===== config.mk =====
export PLATFORM = sky130hd
export DESIGN_NAME = if_prefetch_buffer
export DESIGN_NICKNAME = d
export VERILOG_FILES = /design/src/rtl/if_prefetch_buffer.sv
export SDC_FILE = /design/constraint.sdc
export NUM_CORES = 1
export LEC_CHECK = 0
export ABC_AREA = 1
export CAP_MARGIN = 20
export CORE_UTILIZATION = 55
export DETAILED_ROUTE_END_ITERATION = 10
export PLACE_DENSITY = 0.78
export SKIP_CTS_REPAIR_TIMING = 1
export SLEW_MARGIN = 20
export SYNTH_ARGS = -nofsm -noshare
export SYNTH_HDL_FRONTEND = slang
export SYNTH_SLANG_ARGS = --single-unit

===== constraint.sdc =====
create_clock -name clk -period 3.7 [get_ports clk]
set_input_delay 0.74 -clock clk [delete_from_list [all_inputs] [get_ports clk]]
set_output_delay 0.74 -clock clk [all_outputs]
set_load 0.01 [all_outputs]

===== src/rtl/if_prefetch_buffer.sv =====
// Instruction prefetch queue: credit-limited sequential fetch, in-order buffering
// of returned words, and redirect flush of both buffered and in-flight fetches.
module if_prefetch_buffer #(
    parameter int unsigned DEPTH    = 4,
    parameter logic [31:0] RESET_PC = 32'h0000_0000
) (
    input  logic        clk,
    input  logic        rst_n,
    input  logic        redirect_valid,
    input  logic [31:0] redirect_pc,
    output logic        imem_req_valid,
    output logic [31:0] imem_req_addr,
    input  logic        imem_req_ready,
    input  logic        imem_rsp_valid,
    input  logic [31:0] imem_rsp_data,
    output logic        out_valid,
    output logic [31:0] out_instruction,
    output logic [31:0] out_pc,
    output logic [31:0] out_pc_plus_4,
    input  logic        out_ready
);
    localparam int unsigned PW = $clog2(DEPTH);
    localparam int unsigned CW = PW + 1;
    localparam logic [CW:0] DEPTH_W = (CW + 1)'(DEPTH);

    logic [31:0]   fetch_pc_r;
    logic [31:0]   rsp_pc_r;
    logic [31:0]   instr_mem_r [DEPTH];
    logic [31:0]   pc_mem_r    [DEPTH];
    logic [PW-1:0] rd_ptr_r;
    logic [PW-1:0] wr_ptr_r;
    logic [CW-1:0] count_r;
    logic [CW-1:0] outstanding_r;
    logic [CW-1:0] discard_r;

    logic          credit_s;
    logic          req_fire_s;
    logic          rsp_fire_s;
    logic          push_s;
    logic          pop_s;
    logic [31:0]   redirect_aligned_s;

    // Request credit, handshake qualifiers and head-of-queue presentation
    always_comb begin
        redirect_aligned_s = redirect_pc & 32'hFFFF_FFFC;
        // buffered plus in-flight fetches may never exceed the queue size
        credit_s       = ({1'b0, count_r} + {1'b0, outstanding_r}) < DEPTH_W;
        imem_req_valid = rst_n & ~redirect_valid & credit_s;
        imem_req_addr  = fetch_pc_r;
        req_fire_s     = imem_req_valid & imem_req_ready;
        rsp_fire_s     = imem_rsp_valid & (outstanding_r != CW'(0));
        push_s         = rsp_fire_s & ~redirect_valid & (discard_r == CW'(0));
        out_valid      = (count_r != CW'(0));
        pop_s          = out_valid & out_ready & ~redirect_valid;
        if (out_valid) begin
            out_instruction = instr_mem_r[rd_ptr_r];
            out_pc          = pc_mem_r[rd_ptr_r];
            out_pc_plus_4   = pc_mem_r[rd_ptr_r] + 32'd4;
        end else begin
            out_instruction = 32'd0;
            out_pc          = 32'd0;
            out_pc_plus_4   = 32'd0;
        end
    end

    // Fetch/response PCs, queue contents, pointers and credit counters
    always_ff @(posedge clk or negedge rst_n) begin
        if (!rst_n) begin
            fetch_pc_r    <= RESET_PC;
            rsp_pc_r      <= RESET_PC;
            rd_ptr_r      <= PW'(0);
            wr_ptr_r      <= PW'(0);
            count_r       <= CW'(0);
            outstanding_r <= CW'(0);
            discard_r     <= CW'(0);
            for (int i = 0; i < int'(DEPTH); i++) begin
                instr_mem_r[i] <= 32'd0;
                pc_mem_r[i]    <= 32'd0;
            end
        end else if (redirect_valid) begin
            fetch_pc_r    <= redirect_aligned_s;
            rsp_pc_r      <= redirect_aligned_s;
            rd_ptr_r      <= PW'(0);
            wr_ptr_r      <= PW'(0);
            count_r       <= CW'(0);
            // every fetch still in flight after this cycle belongs to the old stream
            outstanding_r <= outstanding_r - CW'(rsp_fire_s);
            discard_r     <= outstanding_r - CW'(rsp_fire_s);
        end else begin
            if (req_fire_s) begin
                fetch_pc_r <= fetch_pc_r + 32'd4;
            end
            if (push_s) begin
                instr_mem_r[wr_ptr_r] <= imem_rsp_data;
                pc_mem_r[wr_ptr_r]    <= rsp_pc_r;
                wr_ptr_r              <= wr_ptr_r + PW'(1);
                rsp_pc_r              <= rsp_pc_r + 32'd4;
            end
            if (pop_s) begin
                rd_ptr_r <= rd_ptr_r + PW'(1);
            end
            count_r       <= count_r + CW'(push_s) - CW'(pop_s);
            outstanding_r <= outstanding_r + CW'(req_fire_s) - CW'(rsp_fire_s);
            if (rsp_fire_s && (discard_r != CW'(0))) begin
                discard_r <= discard_r - CW'(1);
            end
        end
    end
endmodule


# After elaboration in Yosys (flattened, before gate mapping)
# Cells that the tools add are included.
# W data, S select, Z words.
# totals
reg_bits	333
inputBits	70
elab_cells	78
# op_classes
add_sub_neg	12
order_cmp	4
n_mux	25
n_bitwise	11
n_reduce_logical	11
# ops
operator	n
$mux W32	12
$bwmux W128	2
$bmux W32 S2	2
$add A32 B3 Y32 const B	3
$demux W32 S2	1
$mux W3	4
$reduce_bool A3 Y1	3
$sub A3 B1 Y3	3
$and A1 B1 Y1	8
$mux W2	4
$reduce_bool A2 Y1	4
$add A3 B1 Y3	2
$ge A3 B3 Y1 const B	2
$not A2 Y3	2
$add A2 B1 Y2 const B	2
$add A3 B3 Y4	1
$lt A4 B3 Y1 const B	1
$logic_not A3 Y1	1
$lt A3 B1 Y1 const B	1
$sub A3 B1 Y3 const B	1
$logic_and A1 B1 Y1	2
$reduce_and A2 Y1	1
$not A1 Y1	1

# Longest topological paths before layout
# logic_depth
ltp_word	7
depth_mapped	16
ltp_nobuf	14

# Least setup slack after synthesis
# Ideal clock, no wire load.
# synth_timing
kind	input-to-reg
start	input redirect_valid
end	register outstanding_r[2]
setup_time_ns	0.124
arrival_ns	3.107
required_time_ns	3.576
setup_slack_ns	0.468
cell_stages	14
path_cell_list	buf_2 > inv_2 > nand2_1 > nor3_2 > nand2_1 > clkbuf_1 > ha_1 > inv_1 > ha_1 > fa_1 > xor2_1 > or2_2 > nand3_1 > nand2_1
# synth_between
elab_chain_cells	7
# synth_lines
element	line_no	rtl
start: declaration	9	input logic redirect_valid,
$not A1 Y1 (no line)	--	
$and A1 B1 Y1 (2 in a row)	48	imem_req_valid = rst_n & ~redirect_valid & credit_s;
via imem_req_valid	11	output logic imem_req_valid,
$and A1 B1 Y1	50	req_fire_s = imem_req_valid & imem_req_ready;
$add A3 B1 Y3	103	outstanding_r <= outstanding_r + CW'(req_fire_s) - CW'(rsp_fire_s);
$sub A3 B1 Y3	103	
$mux W3	80	end else if (redirect_valid) begin
end signal: assignment	87	outstanding_r <= outstanding_r - CW'(rsp_fire_s);
end signal: assignment	103	
end: declaration	33	logic [CW-1:0] outstanding_r;
# The timed path passes the listed nets, and every way through them passes these cells.
# A chain may end at the register's enable or synchronous reset.

# Final worst setup path
# layout_timing
start	register rd_ptr_r[0]
end	output out_pc_plus_4[19]
# layout_between
elab_chain_cells	6
# layout_lines
element	line_no	rtl
start: declaration	30	logic [PW-1:0] rd_ptr_r;
start signal: assignment	100	rd_ptr_r <= rd_ptr_r + PW'(1);
$not A2 Y3 (not written as such)	58	out_pc_plus_4 = pc_mem_r[rd_ptr_r] + 32'd4;
$bmux W32 S2	58	
$mux W32 (not written as such) (2 in a row)	58	
$add A32 B3 Y32	58	
$mux W32	55	if (out_valid) begin
end: declaration	19	output logic [31:0] out_pc_plus_4,
# No other way between the ends. The select of a mux whose other input is x is not followed.

==> impl_metrics.toml <==
[status]
status = "finished, violations left"
violations = "negative setup slack"

[place]
placed_cells = 2895
place.detailed.hpwl_um = 32000
portBuffers = 191
gp_congestion = 0.968
placed_area_um2 = 19500

[timing]
worstMarginPinSlew_ns = 0.982
skew_ns = 0.0217
fin_setup_tns_ns = -0.212
relSlewSlack_pct = 34.5
worst_slack_ns = -0.0949
holdWs_ns = 0.0593
fin_crit_ns = 3.79
final_hold_viol_count = 0
finalMaxSlewViolations = 0
rsz0062_at_grt = "yes"
max_freq_mhz = 264
finalSetupViolCount = 4
fin_crit_sh_pct = 103

[global_route]
antenna_found_initial = 0
grt_pass1_wl_um = 79200
grt_pass1_vias = 15859
grt_max_degree = 179
overflow = 0
grtUsageTotal_pct = 29.9

[clocking]
cts.sinks = 321
cts_buffer_depth = 3
root_buffer = "clkbuf_16"
htree_num_levels = 2
clock_latency_ns = 0.53
cts_tree = "done"
cts_buffers = 36
path_clk_slew_ns = 0.06

[critical_path]
crit_top_cell = "nand2_1"
path_max_fanout = 9
end_kind = "output port"
criticalPathCategory = "reg -> out"
slowest_stage = "clkdlybuf4s50_1"
max_stage_delay_ns = 0.56
critPathLaunchType = "flop"
crit_chain = "buf_4 -> buf_4 -> nand2_1 -> nand2_1 -> nand2_1 -> nand2_1 -> nand2_1 -> nor2_4 -> nand2_4 -> nor2_1 -> a21oi_1 -> nor2_1 -> clkdlybuf4s50_1"
arrival_ns = 3.05
crit_required_ns = 2.96

[power]
p_clk_share_pct = 25.0
combinationalPowerShare_pct = 40.4
p_leak_nw = 9.88
p_int_mw = 8.43
p_per_area_nw_per_um2 = 657
swShare_pct = 38.7
seq_power_share_pct = 34.6
power_mw = 13.8
vdd_ir_drop_max_mv = 0.485
power_switching_mw = 5.32

[die]
die_x_um = 180
fp.dieArea_um2 = 32400
start_util_pct = 56.4
coreArea_um2 = 30900
ioPinCount = 200
num_rows = 64
die_h_um = 180

[final_layout]
regArea_um2 = 8040
final_cell_count_no_fill = 2967
multi_input_area_um2 = 8320
num_antenna_cells = 0
syn_to_final_growth_pct = 20.0
design_area_um2 = 20900
drive_gt1_share_pct = 6.61
nets = 2636
num-fill-cells = 2586

[min_path]
hp-class = "in -> async"

[route]
num_vias = 16671
drt-total-wl_um = 48500
first_iter_violations = 1542
ant_nets = 0
viasPerCell = 5.62
first_pass_iters = 7
routedWlPerCell_um = 16.4
drc_errors = 0

[yosys]
synthTopCellsByArea = "dfrtp_1 46%, nand2_1 17%, o21ai_0 10%"
async_flop_share_pct = 100
synth_warnings = 0
synth_area_leader_cell = "dfrtp_1"
syn_area_um2 = 17400
syn_inst = 2403
yosys.cell_types.count = 42
synth-edff-count = 0
netlist.area_leader.share_pct = 46.1
synth-seq-area-share_pct = 46.1
syn_area_per_cell_um2 = 7.25
ys_ff_latch = 321
ys.flop_type = "dfrtp_1"

[job]
cap_violations = 0
metal layers:
layer | vias up | share of wire, % | global-route usage, %
li1 | 8011 | - | -
met1 | 7870 | 44 | 40.6
met2 | 687 | 46 | 48.8
met3 | 103 | 8.0 | 5.34
met4 | 0 | 2.8 | 9.78
met5 | - | 0 | 0
registers in the layout, summed over array words and instances, names as in the netlist:
name           count
rsp_pc_r          30
pc_mem_r         120
count_r            3
wr_ptr_r           2
imem_req_addr     30
outstanding_r      3
instr_mem_r      128
discard_r          3
rd_ptr_r           2
logic make-up after synthesis:
family,count (synthesis),synth area share (%)
other cells,1,0.0215
buf+inv,274,7.06
fa+ha+maj,19,1.45
simple gates,1306,30.3
compound gates,452,13.6
xor+xnor,30,1.51
flops,321,46.1
critical path: cells and delay by family, from the launching register on:
family | cells | cell delay [ns]
compound gates | 1 | 0.08
buf+inv | 3 | 0.86
flops | 1 | 0.52
simple gates | 9 | 1.07
layout by cell type, fill, tap and decap left out, types with 8 or more instances in the layout:
cell type / netlist / final
dlymetal6s2s_1: 0 / 19
nor2_4: 4 / 11
dfrtp_1: 321 / 319
ha_1: 17 / 16
nand3_1: 135 / 135
o21ai_0: 350 / 349
nand2_2: 14 / 18
nor3_1: 28 / 28
clkbuf_8: 0 / 8
xor2_1: 23 / 23
a21oi_1: 57 / 57
inv_1: 137 / 136
nor2_2: 8 / 14
clkbuf_16: 0 / 37
nor2_1: 296 / 283
o211ai_1: 25 / 25
buf_4: 12 / 32
o21ai_1: 8 / 9
nand2_1: 795 / 784
clkdlybuf4s50_1: 0 / 169
stage by stage:
stage	util (%)	setup WS (ns)
final	67.7	-0.0949
after global routing	67.7	-0.276
after CTS	66.7	-0.440
after detailed placement	63.0	0.178
after global placement	63.0	0.191
after floorplan	-	0.468
cell type report:
type                    count  share of cell area, %
multi-input cells        1813                   39.8
inverters                 143                   2.64
flip-flops and latches    321                   38.4
repair buffers            232                   11.3
well taps                 396                   2.37
clock buffers              51                   4.96
clock inverters            11                  0.502
path summary, 6_finish.rpt:
| path | startpoint | to | slack, ns | cells after the start |
|---|---|---|---|---|
| setup / recovery | rd_ptr_r[0] | out_pc_plus_4[19] | -0.09 | 13 |
| hold / removal | rst_n | instr_mem_r[53] | 0.06 | 1 |
| setup reg to reg | count_r[1] | outstanding_r[2] | 0.89 | 13 |
| hold reg to reg | instr_mem_r[23] | instr_mem_r[23] | 0.48 | 2 |
| max in group asynchronous | rst_n | rd_ptr_r[0] | 1.84 | 3 |
| min in group clk | instr_mem_r[23] | instr_mem_r[23] | 0.48 | 2 |
power groups by stage:
stage | clock [mW] | combinational [mW] | sequential, mW
after floorplan | 0 | 3.33 | 4.67
after global placement | 0 | 5.18 | 4.77
after detailed placement | 0 | 5.30 | 4.80
after CTS | 3.49 | 5.34 | 4.76
after global routing | 3.63 | 6.16 | 4.84
final | 3.44 | 5.55 | 4.76
Yosys cell counts, types with 4 or more instances:
cell / number
nand2_1: 795
o21ai_0: 350
dfrtp_1: 321
nor2_1: 296
inv_1: 137
nand3_1: 135
a21oi_1: 57
buf_2: 52
clkbuf_1: 49
nor3_1: 28
o211ai_1: 25
xor2_1: 23
ha_1: 17
nand2_2: 14
buf_4: 12
buf_1: 8
buf_6: 8
nor2_2: 8
o21ai_1: 8
nand4_1: 7
xnor2_1: 7
nor4_1: 5
or2_2: 5
inv_2: 4
nor2_4: 4
o221ai_1: 4
(Power assumes the default switching activity.)
